--- src/rtl/regfile_mp_if.sv ---
// Port bundle for regfile_mp: write ports, read ports, scoreboard issue and ready.
// Read and write ports are packed, with port i at [i*W +: W].
interface regfile_mp_if #(
  parameter int unsigned DATA_W = 32,
  parameter int unsigned ADDR_W = 5,
  parameter int unsigned NUM_RD = 2,
  parameter int unsigned NUM_WR = 2
);
  logic [NUM_WR-1:0]        wr_en;
  logic [NUM_WR*ADDR_W-1:0] wr_addr;
  logic [NUM_WR*DATA_W-1:0] wr_data;
  logic [NUM_RD-1:0]        rd_en;
  logic [NUM_RD*ADDR_W-1:0] rd_addr;
  logic [NUM_RD*DATA_W-1:0] rd_data;
  logic [NUM_RD-1:0]        rd_busy;
  logic                     issue_en;
  logic [ADDR_W-1:0]        issue_addr;
  logic                     ready;

  modport master (
    output wr_en, wr_addr, wr_data, rd_en, rd_addr, issue_en, issue_addr,
    input  rd_data, rd_busy, ready
  );

  modport slave (
    input  wr_en, wr_addr, wr_data, rd_en, rd_addr, issue_en, issue_addr,
    output rd_data, rd_busy, ready
  );
endinterface

--- src/rtl/regfile_mp.sv ---
// Multi-port register file with fixed-priority writes, optional zero register and
// write-to-read bypass, a busy-bit scoreboard and a post-reset clearing sequence.
module regfile_mp #(
  parameter int unsigned DATA_W   = 32,
  parameter int unsigned ADDR_W   = 5,
  parameter int unsigned NUM_RD   = 2,
  parameter int unsigned NUM_WR   = 2,
  parameter bit          ZERO_REG = 1'b1,
  parameter bit          BYPASS   = 1'b1
) (
  input  logic        clk,
  input  logic        rst,
  regfile_mp_if.slave rf_io
);
  localparam int unsigned       Depth    = 1 << ADDR_W;
  localparam logic [ADDR_W-1:0] LastAddr = ADDR_W'(Depth - 1);

  typedef enum logic {StInit, StRun} state_e;

  state_e            state_q;
  logic [ADDR_W-1:0] clr_cnt_q;
  logic              ready_q;
  logic [DATA_W-1:0] mem_q [Depth];
  logic [Depth-1:0]  busy_q, busy_d;

  logic [ADDR_W-1:0] wr_addr [NUM_WR];
  logic [DATA_W-1:0] wr_data [NUM_WR];
  logic [ADDR_W-1:0] rd_addr [NUM_RD];
  logic              run;

  for (genvar i = 0; i < NUM_WR; i++) begin : g_wr_unpack
    assign wr_addr[i] = rf_io.wr_addr[i*ADDR_W +: ADDR_W];
    assign wr_data[i] = rf_io.wr_data[i*DATA_W +: DATA_W];
  end

  for (genvar k = 0; k < NUM_RD; k++) begin : g_rd_unpack
    assign rd_addr[k] = rf_io.rd_addr[k*ADDR_W +: ADDR_W];
  end

  function automatic logic is_zero(input logic [ADDR_W-1:0] a);
    return ZERO_REG && (a == '0);
  endfunction

  // Issue is applied after write clears so a same-edge issue leaves the entry busy.
  always_comb begin
    busy_d = busy_q;
    for (int i = 0; i < NUM_WR; i++) begin
      if (rf_io.wr_en[i]) busy_d[wr_addr[i]] = 1'b0;
    end
    if (rf_io.issue_en && !is_zero(rf_io.issue_addr)) busy_d[rf_io.issue_addr] = 1'b1;
  end

  always_ff @(posedge clk) begin
    if (rst) begin
      state_q   <= StInit;
      clr_cnt_q <= '0;
      busy_q    <= '0;
      ready_q   <= 1'b0;
    end else begin
      unique case (state_q)
        StInit: begin
          mem_q[clr_cnt_q] <= '0;
          clr_cnt_q        <= clr_cnt_q + ADDR_W'(1);
          if (clr_cnt_q == LastAddr) begin
            state_q <= StRun;
            ready_q <= 1'b1;
          end
        end
        StRun: begin
          // Ascending loop: the highest-indexed port's assignment lands last and wins.
          for (int i = 0; i < NUM_WR; i++) begin
            if (rf_io.wr_en[i] && !is_zero(wr_addr[i])) mem_q[wr_addr[i]] <= wr_data[i];
          end
          busy_q <= busy_d;
        end
        default: state_q <= StInit;
      endcase
    end
  end

  assign run         = !rst && (state_q == StRun);
  assign rf_io.ready = ready_q;

  always_comb begin
    rf_io.rd_data = '0;
    rf_io.rd_busy = '0;
    for (int k = 0; k < NUM_RD; k++) begin
      if (run && rf_io.rd_en[k] && !is_zero(rd_addr[k])) begin
        rf_io.rd_data[k*DATA_W +: DATA_W] = mem_q[rd_addr[k]];
        rf_io.rd_busy[k]                  = busy_q[rd_addr[k]];
        if (BYPASS) begin
          for (int i = 0; i < NUM_WR; i++) begin
            if (rf_io.wr_en[i] && (wr_addr[i] == rd_addr[k])) begin
              rf_io.rd_data[k*DATA_W +: DATA_W] = wr_data[i];
              rf_io.rd_busy[k]                  = 1'b0;
            end
          end
        end
      end
    end
  end
endmodule
--- src/flat_wrapper.sv ---
// flat-port wrapper written by rule: the top's interface ports become plain ports
module regfile_mp_flat 
#(
  parameter int unsigned DATA_W   = 32,
  parameter int unsigned ADDR_W   = 5,
  parameter int unsigned NUM_RD   = 2,
  parameter int unsigned NUM_WR   = 2,
  parameter bit          ZERO_REG = 1'b1,
  parameter bit          BYPASS   = 1'b1
)
  (clk, rst, rf_io_wr_en, rf_io_wr_addr, rf_io_wr_data, rf_io_rd_en, rf_io_rd_addr, rf_io_issue_en, rf_io_issue_addr, rf_io_rd_data, rf_io_rd_busy, rf_io_ready);
  regfile_mp_if #(.DATA_W(DATA_W), .ADDR_W(ADDR_W), .NUM_RD(NUM_RD), .NUM_WR(NUM_WR)) rf_io_i ();
  input  logic clk;
  input  logic rst;
  input wire logic [$bits(rf_io_i.wr_en)-1:0] rf_io_wr_en;
  input wire logic [$bits(rf_io_i.wr_addr)-1:0] rf_io_wr_addr;
  input wire logic [$bits(rf_io_i.wr_data)-1:0] rf_io_wr_data;
  input wire logic [$bits(rf_io_i.rd_en)-1:0] rf_io_rd_en;
  input wire logic [$bits(rf_io_i.rd_addr)-1:0] rf_io_rd_addr;
  input wire logic [$bits(rf_io_i.issue_en)-1:0] rf_io_issue_en;
  input wire logic [$bits(rf_io_i.issue_addr)-1:0] rf_io_issue_addr;
  output wire logic [$bits(rf_io_i.rd_data)-1:0] rf_io_rd_data;
  output wire logic [$bits(rf_io_i.rd_busy)-1:0] rf_io_rd_busy;
  output wire logic [$bits(rf_io_i.ready)-1:0] rf_io_ready;
  assign rf_io_i.wr_en = rf_io_wr_en;
  assign rf_io_i.wr_addr = rf_io_wr_addr;
  assign rf_io_i.wr_data = rf_io_wr_data;
  assign rf_io_i.rd_en = rf_io_rd_en;
  assign rf_io_i.rd_addr = rf_io_rd_addr;
  assign rf_io_i.issue_en = rf_io_issue_en;
  assign rf_io_i.issue_addr = rf_io_issue_addr;
  assign rf_io_rd_data = rf_io_i.rd_data;
  assign rf_io_rd_busy = rf_io_i.rd_busy;
  assign rf_io_ready = rf_io_i.ready;
  regfile_mp #(.DATA_W(DATA_W), .ADDR_W(ADDR_W), .NUM_RD(NUM_RD), .NUM_WR(NUM_WR), .ZERO_REG(ZERO_REG), .BYPASS(BYPASS)) u_core (.clk(clk), .rst(rst), .rf_io(rf_io_i));
endmodule
--- config.mk ---
export PLATFORM = sky130hd
export DESIGN_NAME = regfile_mp_flat
export DESIGN_NICKNAME = d
export VERILOG_FILES = /design/src/rtl/regfile_mp_if.sv /design/src/rtl/regfile_mp.sv /design/src/flat_wrapper.sv
export SDC_FILE = /design/constraint.sdc
export NUM_CORES = 2
export LEC_CHECK = 0
export BUFFER_PORTS_ARGS = -buffer_cell sky130_fd_sc_hd__buf_2
export CAP_MARGIN = 0
export CORE_MARGIN = 2
export CORE_UTILIZATION = 50
export CTS_CLUSTER_SIZE = 24
export DETAILED_ROUTE_END_ITERATION = 6
export PLACE_DENSITY = 0.66
export SYNTH_ARGS = -nofsm -noshare
export SYNTH_HDL_FRONTEND = slang
export SYNTH_SLANG_ARGS = --single-unit
--- constraint.sdc ---
create_clock -name clk -period 9.3 [get_ports clk]
set_clock_uncertainty 0.15 [all_clocks]
set_input_delay 0 -clock clk [delete_from_list [all_inputs] [get_ports clk]]
set_output_delay 0 -clock clk [all_outputs]
set_load 0.005 [all_outputs]
==> results.sh <==
export IMPL_worstPathMaxFanout=45
export IMPL_cts_made_buffers=113
export IMPL_clock_sinks=1063
export IMPL_placed_cells=6861
export IMPL_die_h_um=359
export IMPL_grt_total_usage_pct=35.8
export IMPL_cts_path_max_buffers=3
export IMPL_die_w_um=359
export IMPL_nets=5495
export IMPL_fp_coreArea_sq_um=125000
export IMPL_vias=50600
export IMPL_design_portCount=163
export IMPL_cts_resized=0
export IMPL_totalWireLength_mm=235
export IMPL_root_buffer="clkbuf_16"
export IMPL_slowest_delay_ns=0.68
export IMPL_slew_headroom_pct=12.1
export IMPL_reg2reg_slack_ns=4.95
export IMPL_yosys_warnings=0
export IMPL_grt_max_degree=141
export IMPL_multi_input_area_sq_um=28800
export IMPL_synth_seq_cells=1063
export IMPL_yosys_area_share_adder_pct=0.0397
export IMPL_synth_simple_area_share_pct=10.1
export IMPL_cts_tree="yes"
export IMPL_syn_num_nets=5733
export IMPL_crit_path_top_delay_cell="buf_4"
export IMPL_cp_arrival_ns=4.26
export IMPL_yosysSeqAreaShare_pct=50.0
export IMPL_synth_compound_area_share_pct=14.9
export IMPL_final_common_cell="nand2_1"
export IMPL_drtIter0Drc=8917
export IMPL_fin_cells=7140
export IMPL_fin_tns_setup_ns=0
export IMPL_crit_type="register to output port"
export IMPL_dr_pass1_iters=6
export IMPL_final_hold_viol_count=0
export IMPL_netlist_instances=5635
export IMPL_worstPathRequired_ns=9.15
export IMPL_muxShareOfSynthArea_pct=19.3
export IMPL_avgViaCountPerCell=7.09
export IMPL_status="complete, no violations"
export IMPL_ir_drop_mv=0.158
export IMPL_period_share_pct=47.5
export IMPL_slew_violations=0
export IMPL_grt_setup_unrepaired="no"
export IMPL_drive_above_1_share_pct=17.3
export IMPL_synth_edf_count=1024
export IMPL_netlist_area_sq_um=63100
export IMPL_io_buffers=162
export IMPL_htreeDepth=3
export IMPL_hpwl_mm=120
export IMPL_maxCapViolations=0
export IMPL_synth_ff_type="edfxtp_1"
export IMPL_antenna_found_initial=4
export IMPL_worstPathCellList="buf_4 > nand2b_1 > a211oi_2 > and3b_2 > buf_4 > nand2_1 > nand3_1 > buf_2"
export IMPL_period_minus_slack_ns=4.41
export IMPL_syn2layout_area_growth_pct=8.60
export IMPL_globalRouteOverflowTotal=0
export IMPL_die_area_sq_um=129000
export IMPL_path_common_cell="buf_4"
export IMPL_async_reset_ff_share_pct=0
export IMPL_min_path_type="primary input to register"
export IMPL_layout_common_cells="1205 x nand2_1, 1024 x edfxtp_1, 983 x o21ai_0, 393 x mux4_2, 326 x mux2i_1"
export IMPL_drc_errors=0
export IMPL_clkLatencyLatePin_ns=0.74
export IMPL_max_slew_worst_pin_slew_ns=1.31
export IMPL_netlist_cell_type_count=76
export IMPL_avgSynthCellArea_sq_um=11.2
export IMPL_gp_congestion=0.887
export IMPL_pwr_density_cell_nw_per_um2=153
export IMPL_setup_viol=0
export IMPL_num_rows=130
export IMPL_nFillCells=10400
export IMPL_clk_pin_slew_ns=0.06
export IMPL_ant_nets=0
export IMPL_wl_per_cell_um=33.0
export IMPL_max_freq_mhz=227
export IMPL_grt_pass1_wl_mm=334
export IMPL_synthXorXnorAreaFrac_pct=0.319
export IMPL_power_leakage_nw=21.1
export IMPL_ff_latch_area_sq_um=31500
export IMPL_first_global_vias=48200
export IMPL_critPathCaptureType="output port"
export IMPL_worstSetupStartpointType="register"
export IMPL_start_util_pct=50.3
export IMPL_synth_top_family_by_area="multiplexers"
-- power by group --
group          internal, mW  switching, mW  total [mW]
registers              5.21         0.0159        5.22
logic                 0.296          0.535       0.831
clock network          2.43           1.98        4.41
total                  7.93           2.53        10.5
-- state kept, by name (all words and copies together), names as in the netlist --
register and count:
u_core.busy_q 32, u_core.clr_cnt_q 5, u_core.state_q 1, u_core.mem_q 1024, u_core.rf_io.ready 1
-- synthesized netlist by cell type, types with 10 or more instances --
cell type	count	area share, %
nand2_1	1208	7.2
a22oi_1	43	0.51
a22oi_2	30	0.60
nand3_1	82	0.65
inv_1	44	0.26
a211oi_1	68	0.81
a32o_1	11	0.17
buf_4	37	0.44
o21ai_1	22	0.17
nor2b_1	70	0.69
o221ai_1	123	1.7
mux4_2	393	14
clkbuf_1	376	2.2
xnor2_1	17	0.24
o22ai_1	124	1.2
buf_2	235	1.9
buf_6	17	0.30
nor2_2	21	0.21
nor2_1	45	0.27
nor3_1	10	0.079
dfxtp_1	39	1.2
a211o_1	61	0.85
mux2i_1	326	5.2
a21oi_1	68	0.54
o21ai_0	983	7.8
edfxtp_1	1024	49
buf_1	22	0.13
-- worst paths after layout --
path	cells after the start	from	to
worst max-delay path	8	u_core.state_q$_SDFF_PP0_	rf_io_rd_data[56]
worst min-delay path	3	rf_io_wr_data[5]	u_core.mem_q[0][5]$_DFFE_PP_
worst max register to register	9	u_core.state_q$_SDFF_PP0_	u_core.mem_q[7][5]$_DFFE_PP_
worst min register to register	1	u_core.busy_q[0]$_SDFFE_PP0P_	u_core.busy_q[0]$_SDFFE_PP0P_
-- through the flow --
stage | total power, mW | cell area, sq um | setup slack, ns | util [%] | hold slack [ns]
3_3_place_gp | 6.10 | 64300 | 5.10 | 51.3 | 0.144
3_5_place_dp | 6.11 | 64300 | 5.09 | 51.3 | 0.153
2_1_floorplan | 5.88 | 63100 | 5.60 | - | -0.0485
5_1_grt | 10.7 | 68500 | 4.87 | 54.6 | 0.163
4_1_cts | 10.4 | 68500 | 5.09 | 54.6 | 0.0276
6_report | 10.5 | 68500 | 4.89 | 54.6 | 0.0953
-- layout make-up --
cell class	instances	share of cell area, %
Sequential cell	1063	46.0
Multi-Input combinational cell	3836	42.1
Clock buffer	138	4.30
Timing Repair Buffer	338	3.52
Tap cell	1650	3.01
Clock inverter	66	0.784
Inverter	45	0.247
Antenna cell	4	0.0146
-- kinds of logic (layout without fill, tap and decap cells) --
group / after synthesis / in the layout
buffers and inverters: 736 / 587
and+or+nand+nor: 1514 / 1514
xor gates and xnor gates: 23 / 23
other: 0 / 4
AOI/OAI and AO/OA: 1570 / 1570
muxes: 727 / 727
adders and majority gates: 2 / 2
DFF: 1063 / 1063
-- what timing repair did --
action                     in CTS  in global routing
setup buffers                   0                  0
setup endpoints to repair       0                  0
hold buffers                   71                  0
hold endpoints to repair     1031                  0
-- layer usage --
layer / wire, um / global-route usage (%) / vias up / part of all wire, %
met5: 27 / 0 / - / 0.011
met3: 33200 / 8.41 / 969 / 14
met1: 79800 / 45.5 / 24500 / 34
li1: - / - / 20900 / -
met2: 106000 / 55.6 / 4264 / 45
met4: 16600 / 22.1 / 4 / 7.0
-- critical path, delay by kind of cell, from the launching register on --
family | cells | cell delay, ns
buffers and inverters | 3 | 1.28
DFF | 1 | 0.30
AOI/OAI and AO/OA | 1 | 0.46
and+or+nand+nor | 4 | 1.46
Note: power is estimated with default switching activity, not from simulation.
